## config.mk

```make
export PLATFORM = sky130hd
export DESIGN_NAME = spu_controller
export DESIGN_NICKNAME = d
export VERILOG_FILES = /design/src/rtl/spu_pkg.sv /design/src/rtl/spu_pc.sv /design/src/rtl/spu_controller.sv
export SDC_FILE = /design/constraint.sdc
export NUM_CORES = 1
export LEC_CHECK = 0
export ABC_AREA = 0
export CORE_ASPECT_RATIO = 0.75
export CORE_MARGIN = 5
export CORE_UTILIZATION = 44
export DETAILED_ROUTE_END_ITERATION = 10
export PLACE_DENSITY = 0.77
export SETUP_SLACK_MARGIN = 0.4
export SLEW_MARGIN = 20
export SYNTH_ARGS = -nofsm -noshare
export SYNTH_HDL_FRONTEND = slang
export SYNTH_SLANG_ARGS = --single-unit
```

## constraint.sdc

```tcl
create_clock -name clk -period 3.3 [get_ports clk]
set_input_delay 0.66 -clock clk [delete_from_list [all_inputs] [get_ports clk]]
set_output_delay 0.66 -clock clk [all_outputs]
set_load 0.02 [all_outputs]
```

## src/rtl/spu_pkg.sv

```systemverilog
// Shared SPU encodings: opcodes, controller states and datapath select codes.
// The controller and spu_datapath both import this package so the encodings stay consistent.
package spu_pkg;

   localparam logic [3:0] OP_LOAD  = 4'd0;
   localparam logic [3:0] OP_STORE = 4'd1;
   localparam logic [3:0] OP_ADD   = 4'd2;
   localparam logic [3:0] OP_MOVI  = 4'd3;
   localparam logic [3:0] OP_SUB   = 4'd4;
   localparam logic [3:0] OP_JMPZ  = 4'd5;

   typedef enum logic [3:0] {
      ST_FETCH     = 4'd0,
      ST_DECODE    = 4'd1,
      ST_LOAD      = 4'd2,
      ST_STORE     = 4'd3,
      ST_ADD       = 4'd4,
      ST_MOVI      = 4'd5,
      ST_SUB       = 4'd6,
      ST_JMPZ      = 4'd7,
      ST_JMPZ_JUMP = 4'd8
   } state_t;

   localparam logic [1:0] RF_SEL_ALU = 2'b00;
   localparam logic [1:0] RF_SEL_DM  = 2'b01;
   localparam logic [1:0] RF_SEL_IMM = 2'b10;

   localparam logic [1:0] ALU_PASS = 2'b00;
   localparam logic [1:0] ALU_ADD  = 2'b01;
   localparam logic [1:0] ALU_SUB  = 2'b10;

   // Opcodes without an execute state fall straight back to FETCH.
   function automatic state_t op_to_state(input logic [3:0] op);
      case (op)
         OP_LOAD:  return ST_LOAD;
         OP_STORE: return ST_STORE;
         OP_ADD:   return ST_ADD;
         OP_MOVI:  return ST_MOVI;
         OP_SUB:   return ST_SUB;
         OP_JMPZ:  return ST_JMPZ;
         default:  return ST_FETCH;
      endcase
   endfunction

endpackage

```

## src/rtl/spu_pc.sv

```systemverilog
// SPU program counter: clear, increment by one, or add a signed offset.
// All arithmetic wraps modulo 2^PC_W.
module spu_pc #(
   parameter int PC_W = 16
) (
   input  logic            clk,
   input  logic            rst_n,
   input  logic            i_clr,
   input  logic            i_inc,
   input  logic            i_add,
   input  logic [PC_W-1:0] i_offset,
   output logic [PC_W-1:0] o_pc
);

   localparam logic [PC_W-1:0] PC_ONE = {{(PC_W-1){1'b0}}, 1'b1};

   logic [PC_W-1:0] r_pc;

   always_ff @(posedge clk or negedge rst_n) begin
      if (!rst_n) begin
         r_pc <= '0;
      end else if (i_clr) begin
         r_pc <= '0;
      end else if (i_add) begin
         r_pc <= r_pc + i_offset;
      end else if (i_inc) begin
         r_pc <= r_pc + PC_ONE;
      end
   end

   assign o_pc = r_pc;

endmodule

```

## src/rtl/spu_controller.sv

```systemverilog
// SPU control unit: fetch/decode/execute FSM owning PC and IR, driving all datapath controls.
// Control outputs are decoded combinationally from the registered state and IR.
module spu_controller
   import spu_pkg::*;
#(
   parameter int PC_W = 16,
   parameter int D_AW = 8
) (
   input  logic            clk,
   input  logic            rst,
   output logic [PC_W-1:0] i_addr,
   output logic            i_rd,
   input  logic [15:0]     i_data,
   output logic [D_AW-1:0] d_addr,
   output logic            d_rd,
   output logic            d_wr,
   output logic            rf_s1,
   output logic            rf_s0,
   output logic [3:0]      rf_w_addr,
   output logic            rf_w_wr,
   output logic [3:0]      rf_rp_addr,
   output logic            rf_rp_rd,
   output logic [3:0]      rf_rq_addr,
   output logic            rf_rq_rd,
   output logic [7:0]      rf_w_data,
   output logic            alu_s1,
   output logic            alu_s0,
   input  logic            rf_rp_zero
);

   localparam logic [PC_W-1:0] PC_ONE = {{(PC_W-1){1'b0}}, 1'b1};

   state_t          r_state;
   logic [15:0]     r_ir;
   logic [PC_W-1:0] w_pc;
   logic            w_pc_clr;
   logic            w_pc_inc;
   logic            w_pc_add;
   logic [PC_W-1:0] w_jump_ofs;

   logic [3:0] w_op;
   logic [3:0] w_ra;
   logic [3:0] w_rb;
   logic [3:0] w_rc;
   logic [7:0] w_imm8;

   assign w_op   = r_ir[15:12];
   assign w_ra   = r_ir[11:8];
   assign w_rb   = r_ir[7:4];
   assign w_rc   = r_ir[3:0];
   assign w_imm8 = r_ir[7:0];

   // PC already points past the JMPZ, so the offset carries a -1 to land on JMPZ+sext(imm8).
   assign w_jump_ofs = {{(PC_W-8){w_imm8[7]}}, w_imm8} - PC_ONE;
   assign w_pc_inc   = (r_state == ST_FETCH);
   assign w_pc_add   = (r_state == ST_JMPZ_JUMP);

   spu_pc #(
      .PC_W (PC_W)
   ) u_pc (
      .clk      (clk),
      .rst_n    (rst),
      .i_clr    (w_pc_clr),
      .i_inc    (w_pc_inc),
      .i_add    (w_pc_add),
      .i_offset (w_jump_ofs),
      .o_pc     (w_pc)
   );

   always_ff @(posedge clk or negedge rst) begin
      if (!rst) begin
         r_state <= ST_FETCH;
         r_ir    <= '0;
      end else begin
         case (r_state)
            ST_FETCH: begin
               r_ir    <= i_data;
               r_state <= ST_DECODE;
            end
            ST_DECODE: r_state <= op_to_state(w_op);
            ST_JMPZ:   r_state <= rf_rp_zero ? ST_JMPZ_JUMP : ST_FETCH;
            default:   r_state <= ST_FETCH;
         endcase
      end
   end

   always_comb begin
      i_rd       = 1'b0;
      d_addr     = '0;
      d_rd       = 1'b0;
      d_wr       = 1'b0;
      {rf_s1, rf_s0}   = RF_SEL_ALU;
      rf_w_addr  = '0;
      rf_w_wr    = 1'b0;
      rf_rp_addr = '0;
      rf_rp_rd   = 1'b0;
      rf_rq_addr = '0;
      rf_rq_rd   = 1'b0;
      rf_w_data  = '0;
      {alu_s1, alu_s0} = ALU_PASS;
      w_pc_clr   = 1'b0;
      case (r_state)
         ST_FETCH: i_rd = rst;  // held low while reset is asserted
         ST_DECODE, ST_JMPZ_JUMP: ;
         ST_LOAD: begin
            d_addr    = w_imm8[D_AW-1:0];
            d_rd      = 1'b1;
            {rf_s1, rf_s0} = RF_SEL_DM;
            rf_w_addr = w_ra;
            rf_w_wr   = 1'b1;
         end
         ST_STORE: begin
            d_addr     = w_imm8[D_AW-1:0];
            d_wr       = 1'b1;
            rf_rp_addr = w_ra;
            rf_rp_rd   = 1'b1;
         end
         ST_ADD, ST_SUB: begin
            rf_rp_addr = w_rb;
            rf_rp_rd   = 1'b1;
            rf_rq_addr = w_rc;
            rf_rq_rd   = 1'b1;
            {alu_s1, alu_s0} = (r_state == ST_ADD) ? ALU_ADD : ALU_SUB;
            {rf_s1, rf_s0}   = RF_SEL_ALU;
            rf_w_addr  = w_ra;
            rf_w_wr    = 1'b1;
         end
         ST_MOVI: begin
            rf_w_data = w_imm8;
            {rf_s1, rf_s0} = RF_SEL_IMM;
            rf_w_addr = w_ra;
            rf_w_wr   = 1'b1;
         end
         ST_JMPZ: begin
            rf_rp_addr = w_ra;
            rf_rp_rd   = 1'b1;
         end
         default: w_pc_clr = 1'b1;  // unreachable encoding: restart from address 0
      endcase
   end

   assign i_addr = w_pc;

endmodule

```

=== Word level (Yosys, flattened, before mapping) ===
Index checks and enable logic that the tools add are counted.

* $add $sub $neg: 3
* Reductions and logical operators: 8
* Mux-type cells: 21
* Equal/unequal tests: 14

{| class="wikitable"
|+ Operator list
! cell !! count
|-
| $mux W16 || 3
|-
| $eq A4 B3 Y1 const B || 6
|-
| $pmux W3 S6 || 1
|-
| $add A16 B1 Y16 const B || 1
|-
| $add A16 B16 Y16 || 1
|-
| $eq A4 B2 Y1 const B || 4
|-
| $mux W8 || 2
|-
| $mux W4 || 3
|-
| $pmux W4 S3 || 1
|-
| $mux W1 || 9
|-
| $reduce_or A9 Y1 || 1
|-
| $sub A8 B2 Y9 const B || 1
|-
| $eq A4 B1 Y1 const B || 2
|-
| $logic_not A4 Y1 || 2
|-
| $pmux W4 S2 || 1
|-
| $reduce_or A4 Y1 || 2
|-
| $reduce_or A2 Y1 || 3
|-
| $eq A4 B4 Y1 const B || 1
|-
| $ne A3 B1 Y1 const B || 1
|-
| $mux W2 || 1
|}

* Output and inout bits: 54
* Input port bits: 19
* Logic and storage cells: 49
* Register bits: 36

=== Logic depth before layout (Yosys ltp) ===
* Depth in word-level cells: 4
* Depth in mapped cells: 14
* Mapped depth without buffers: 14

=== By module ===
From an unflattened synthesis, not the netlist that was laid out.

* Cells, all modules: 309
* Area total of the unflattened synthesis: 2756.4 µm²

{| class="wikitable"
|+ By module, submodules not included
! module !! times used !! cells each !! sequential area each (µm²) !! area each (µm²)
|-
| spu_pc || 1 || 187 || 400.4 || 1510.2
|-
| spu_controller || 1 || 122 || 500.5 || 1246.2
|}

=== Least setup slack after synthesis ===
No wires, ideal clock.

* Kind: register -> register
* From: register r_state[3]
* To: register u_pc.r_pc[10] (netlist: u_pc.o_pc[10])
* Data arrival time: 2890 ps
* Stages on the path, launching flop included: 14
* Clock period less this slack: 3028 ps
* Slack: 272 ps
* Data required time: 3162 ps
* Setup time: 138 ps
* Buffers on the path: 2
* Path through: dfrtp_1 > clkbuf_1 > clkbuf_1 > nand3_1 > ha_1 > fa_1 > a21o_1 > a21oi_1 > nor2b_1 > o21a_1 > or3_1 > o21ai_1 > or2_1 > a31oi_1

* Word-level cells in the longest chain between the ends: 3
* Elaborated cells between the ends (all ways): 13
* Those cells by class: eq/ne: 9; mux: 2; reduce/logical: 2

{| class="wikitable"
|+ RTL lines
! item !! RTL line !! source
|-
| start: declaration || spu_controller.sv:33 || <nowiki>state_t r_state;</nowiki>
|-
| start signal: assignment || spu_controller.sv:80 || <nowiki>ST_DECODE: r_state <= op_to_state(w_op);</nowiki>
|-
| start signal: assignment || spu_controller.sv:81 || <nowiki>ST_JMPZ: r_state <= rf_rp_zero ? ST_JMPZ_JUMP : ST_FETCH;</nowiki>
|-
| $eq A4 B3 Y1, or another cell as far along || spu_controller.sv:102 || <nowiki>case (r_state)</nowiki>
|-
| $reduce_or A9 Y1 (no line) / $mux W16 (equally long branches) || n/a ||
|-
| $ne A3 B1 Y1 (no line) / $mux W16 (equally long branches) || n/a ||
|-
| end signal: assignment || spu_pc.sv:25 || <nowiki>r_pc <= r_pc + i_offset;</nowiki>
|-
| end signal: assignment || spu_pc.sv:27 || <nowiki>r_pc <= r_pc + PC_ONE;</nowiki>
|-
| end: declaration || spu_pc.sv:17 || <nowiki>logic [PC_W-1:0] r_pc;</nowiki>
|}

Parallel ways exist; a longest one is shown, timed or not.
A chain may end at the register's enable or synchronous reset.

=== Worst setup path after layout ===
* From: register r_ir[2]
* To: register u_pc.r_pc[15] (netlist: u_pc.o_pc[15])

* Word-level cells in the longest chain between the ends: 4

{| class="wikitable"
|+ RTL lines
! item !! RTL line !! source
|-
| start: declaration || spu_controller.sv:34 || <nowiki>logic [15:0] r_ir;</nowiki>
|-
| start signal: assignment || spu_controller.sv:77 || <nowiki>r_ir <= i_data;</nowiki>
|-
| $sub A8 B2 Y9 || spu_controller.sv:54 || <nowiki>assign w_jump_ofs = {{(PC_W-8){w_imm8[7]}}, w_imm8} - PC_ONE;</nowiki>
|-
| $add A16 B16 Y16 || spu_pc.sv:25 ||
|-
| $mux W16 || spu_pc.sv:24 || <nowiki>end else if (i_add) begin</nowiki>
|-
| $mux W16 || spu_pc.sv:22 || <nowiki>end else if (i_clr) begin</nowiki>
|}

No other way between the ends.

==> qor_table.md <==
| Quantity | Reported | Unit |
|---|---|---|
| Run status | finished clean | - |
| Overall Global Routing Usage | 0.2136 | - |
| Overall die area | 0.007559 | mm2 |
| Final worst-path cycle share | 0.9101 | - |
| List of cells traversed by the critical path | nor4_4 -> nand2_1 -> xnor2_1 -> nor2_1 -> ha_2 -> o21a_1 -> nand3_1 -> a221o_1 -> o32ai_2 -> mux2i_1 -> nor3_1 -> o21bai_1 | - |
| Number of enable-type register cells in the synthesized netlist | 0 | - |
| Initial core utilization | 0.4507 | - |
| Cells after synthesis | 312 | - |
| 1st-iter DRT viols | 130 | - |
| CP delay by family, top | compound AO/OA/AOI/OAI gates | - |
| Clock root buffer | sky130_fd_sc_hd__clkbuf_8 | - |
| Largest stage delay on the critical path | 470 | ps |
| Setup repair after global routing missed its margin | true | - |
| HPWL after DPL | 5731 | um |
| Overflow after GRT | 0 | - |
| Transition time at the pin with the least slew margin | 848.2 | ps |
| Post-synth top cells | 41 x sky130_fd_sc_hd__nor2_1, 36 x sky130_fd_sc_hd__dfrtp_1, 26 x sky130_fd_sc_hd__nand2_1 | - |
| Final critical-path required period | 3003 | ps |
| Total routed wirelength | 8239 | um |
| Critical path class | reg2reg | - |
| Synth Register Bits | 36 | - |
| Fraction of synthesized cell area taken by the top area cell type | 0.3467 | - |
| Unique masters post-synth | 51 | - |
| Hold-fix buffers at CTS | 0 | - |
| Share of layout cells above drive strength 1 | 0.2139 | - |
| Data arrival time at the worst-slack endpoint | 3190 | ps |
| Max VDD drop | 0.0005072 | V |
| Leading post-synthesis cells by cell area | sky130_fd_sc_hd__dfrtp_1 35%, sky130_fd_sc_hd__nor2_1 5.9%, sky130_fd_sc_hd__mux2_2 5.6%, sky130_fd_sc_hd__ha_1 4.8%, sky130_fd_sc_hd__and2_1 3.9% | - |
| Total number of H-tree levels | 2 | - |
| Class of the tightest hold or removal check | in2async | - |
| Power density over cell area | 858.6 | mW/mm2 |
| Most instantiated library cell after synthesis | sky130_fd_sc_hd__nor2_1 | - |
| Data required time at the worst endpoint | 3480 | ps |
| Sequential area share after synthesis | 0.3467 | - |
| Area growth, synth to finish | 46.94 | % |
| Setup violation total in the final timing report | 0 | - |
| Post-Syn Nets | 342 | - |
| Die width | 98.74 | um |
| Synthesized area per cell | 8.329 | um2 |
| I/O pin count | 73 | - |
| Max-cap violation count | 0 | - |
| Antenna cell count | 0 | - |
| Wirelength per Cell | 17.16 | um |
| Clock tree from TritonCTS | built | - |
| Highest clock frequency the design can meet | 332.9 | MHz |
| Final max-slew violation count | 0 | - |
| Busiest grt layer | met2 | - |
| Clock network latency to the later pin of the worst-skew pair | 300 | ps |
| Core ar. | 0.005766 | mm2 |
| GR met3 Demand/Resource | 0.07319 | - |
| Initial antenna violation count | 0 | - |
| Met1 Use GR | 0.2869 | - |
| Count of synthesis-stage warnings from yosys | 0 | - |
| Leading register cell type out of synthesis | sky130_fd_sc_hd__dfrtp_1 | - |
| Length of the first detailed-routing pass in iterations | 4 | - |
| Number of hold-slack violations in the final timing report | 0 | - |
| Summed negative setup slack over all endpoints | 0 | ps |
| Number of nets in the layout | 431 | - |
| Overall via count from detail_route | 2,670 | - |
| Post-layout util | 0.6623 | - |
| Global-route wire length before repair | 13,320 | um |
| Via count of the first global-routing pass | 2,740 | - |
| Layout Skew | 7.859 | ps |
| Async set-or-reset flop fraction in the synthesized netlist | 1.000 | - |
| Quantity of I/O buffers inserted on ports | 72 | - |
| RD Place Congestion | 0.8660 | - |
| Buffer levels on the longest clock path | 2 | - |
| Endpoint class of the critical path | flop | - |
| Remaining antenna violation count | 0 | - |
| Clock-pin transition on the worst setup and hold timing paths | 80 | ps |
| CP bufs+invs | 0 | - |
| CTS Buf Count | 5 | - |
| DIE HEIGHT | 76.56 | um |
| Crit Path Max Fanout | 5 | - |
| DRC Markers | 0 | - |
| Crit start category | flop | - |
| Met2 usage in global routing | 0.3311 | - |
| Leakage power | 0.001706 | uW |
| Post-Syn Area | 0.002599 | mm2 |
| Cell taking the most area after synthesis | sky130_fd_sc_hd__dfrtp_1 | - |
| Relative slew slack | 0.4345 | - |
| Count of fill cells added during filler insertion | 487 | - |
| Largest net degree at the start of global routing | 37 | - |
| Via-per-instance ratio | 5.563 | - |
| Number of clock sinks | 36 | - |
| Hold Worst Slack | 452.0 | ps |
| Crit path max-delay cell type | sky130_fd_sc_hd__dfrtp_2 | - |
| Rows | 24 | - |
[worst register-to-register path: stages, from the launching register on]
cell	delay, ps
sky130_fd_sc_hd__dfrtp_2	470
sky130_fd_sc_hd__nor4_4	340
sky130_fd_sc_hd__nand2_1	110
sky130_fd_sc_hd__xnor2_1	150
sky130_fd_sc_hd__nor2_1	60
sky130_fd_sc_hd__ha_2	340
sky130_fd_sc_hd__o21a_1	160
sky130_fd_sc_hd__nand3_1	110
sky130_fd_sc_hd__a221o_1	380
sky130_fd_sc_hd__o32ai_2	280
sky130_fd_sc_hd__mux2i_1	250
sky130_fd_sc_hd__nor3_1	60
sky130_fd_sc_hd__o21bai_1	190
[logic make-up (layout without fill, tap and decap cells)]
group / count (synthesis) / count (layout) / share of synthesized area
AND/OR/NAND/NOR: 143 / 143 / 0.2797
AO/OA/AOI/OAI: 62 / 62 / 0.1478
flip-flops: 36 / 36 / 0.3467
buffers and inverters: 30 / 120 / 0.05488
multiplexers: 16 / 16 / 0.06789
XOR/XNOR: 14 / 14 / 0.04718
adder cells (fa/ha/maj): 11 / 11 / 0.05585
[path summary, 6_finish.rpt]
check,start,endpoint,slack [ps],cells after the start
setup / recovery,r_ir[2],u_pc.o_pc[15],300,12
hold / removal,rst,u_pc.o_pc[4],450,2
setup reg to reg,r_ir[2],u_pc.o_pc[15],300,12
hold reg to reg,r_ir[13],r_state[1],500,1
max in group asynchronous,rst,r_ir[4],2460,2
min in group clk,r_ir[13],r_state[1],500,1
[cells in the final DEF (no fill, tap or decap), drive strengths merged, types with 2 or more instances in the layout]
master         Yosys  layout
dlymetal6s2s       0       7
o21ai             19      19
buf                5      30
and3               6       6
o211ai             2       2
a22oi              5       5
or2                4       4
mux2              13      13
nand2             26      26
mux2i              3       3
nor3              15      15
clkinv             1       2
inv               10      10
o21a               3       3
a21oi             14      14
nand4              3       3
or3                4       4
xor2               5       5
clkbuf            14       6
nor2              42      42
nand2b             4       4
dfrtp             36      36
and2              16      16
ha                10      10
o31ai              2       2
xnor2              9       9
nand3b             9       9
clkdlybuf4s50      0      64
a21o               3       3
nand3              5       5
o21bai             2       2
nor4               3       3
nor2b              3       3
a31oi              5       5
[what timing repair did]
item / in CTS / in global routing
gates cloned: 0 / 0
pin swaps: 3 / 4
hold endpoints to repair: 0 / 0
setup buffers: 10 / 5
gates resized for setup: 21 / 25
endpoints found under the setup margin: 13 / 22
[routing by layer]
layer  vias up  part of all wire
met3        12             0.087
li1       1268                 -
met2       107              0.44
met1      1283              0.46
met5         -                 0
met4         0             0.014
[through the flow]
stage | power (uW) | setup slack [ps] | instances | area [um2]
floorplan | 1933 | 426.3 | 312 | 2606
global route | 3493 | 105.0 | 480 | 3819
CTS | 3167 | 363.6 | 475 | 3690
finish | 3279 | 296.5 | 480 | 3819
global placement | 2596 | 257.8 | 457 | 3440
detailed placement | 2626 | 135.1 | 457 | 3440
[power by group]
| group | total [uW] | internal [uW] | switching (uW) |
|---|---|---|---|
| clock | 402 | 225 | 178 |
| sequential | 840 | 625 | 214 |
| combinational | 2040 | 952 | 1080 |
[registers in the layout, summed over array words and instances, names as in the netlist]
| name | count |
|---|---|
| u_pc.o_pc | 16 |
| r_ir | 16 |
| r_state | 4 |
[cell type report]
cell class / instances / area (um2) / area share
Tap cell: 78 / 97.59 / 0.02556
Clock buffer: 6 / 72.57 / 0.01900
Multi-Input combinational cell: 246 / 1692 / 0.4430
Sequential cell: 36 / 905.9 / 0.2372
Inverter: 11 / 53.80 / 0.01409
Clock inverter: 2 / 35.03 / 0.009174
Timing Repair Buffer: 101 / 962.2 / 0.2520
Power figures use the tool's default switching activity.
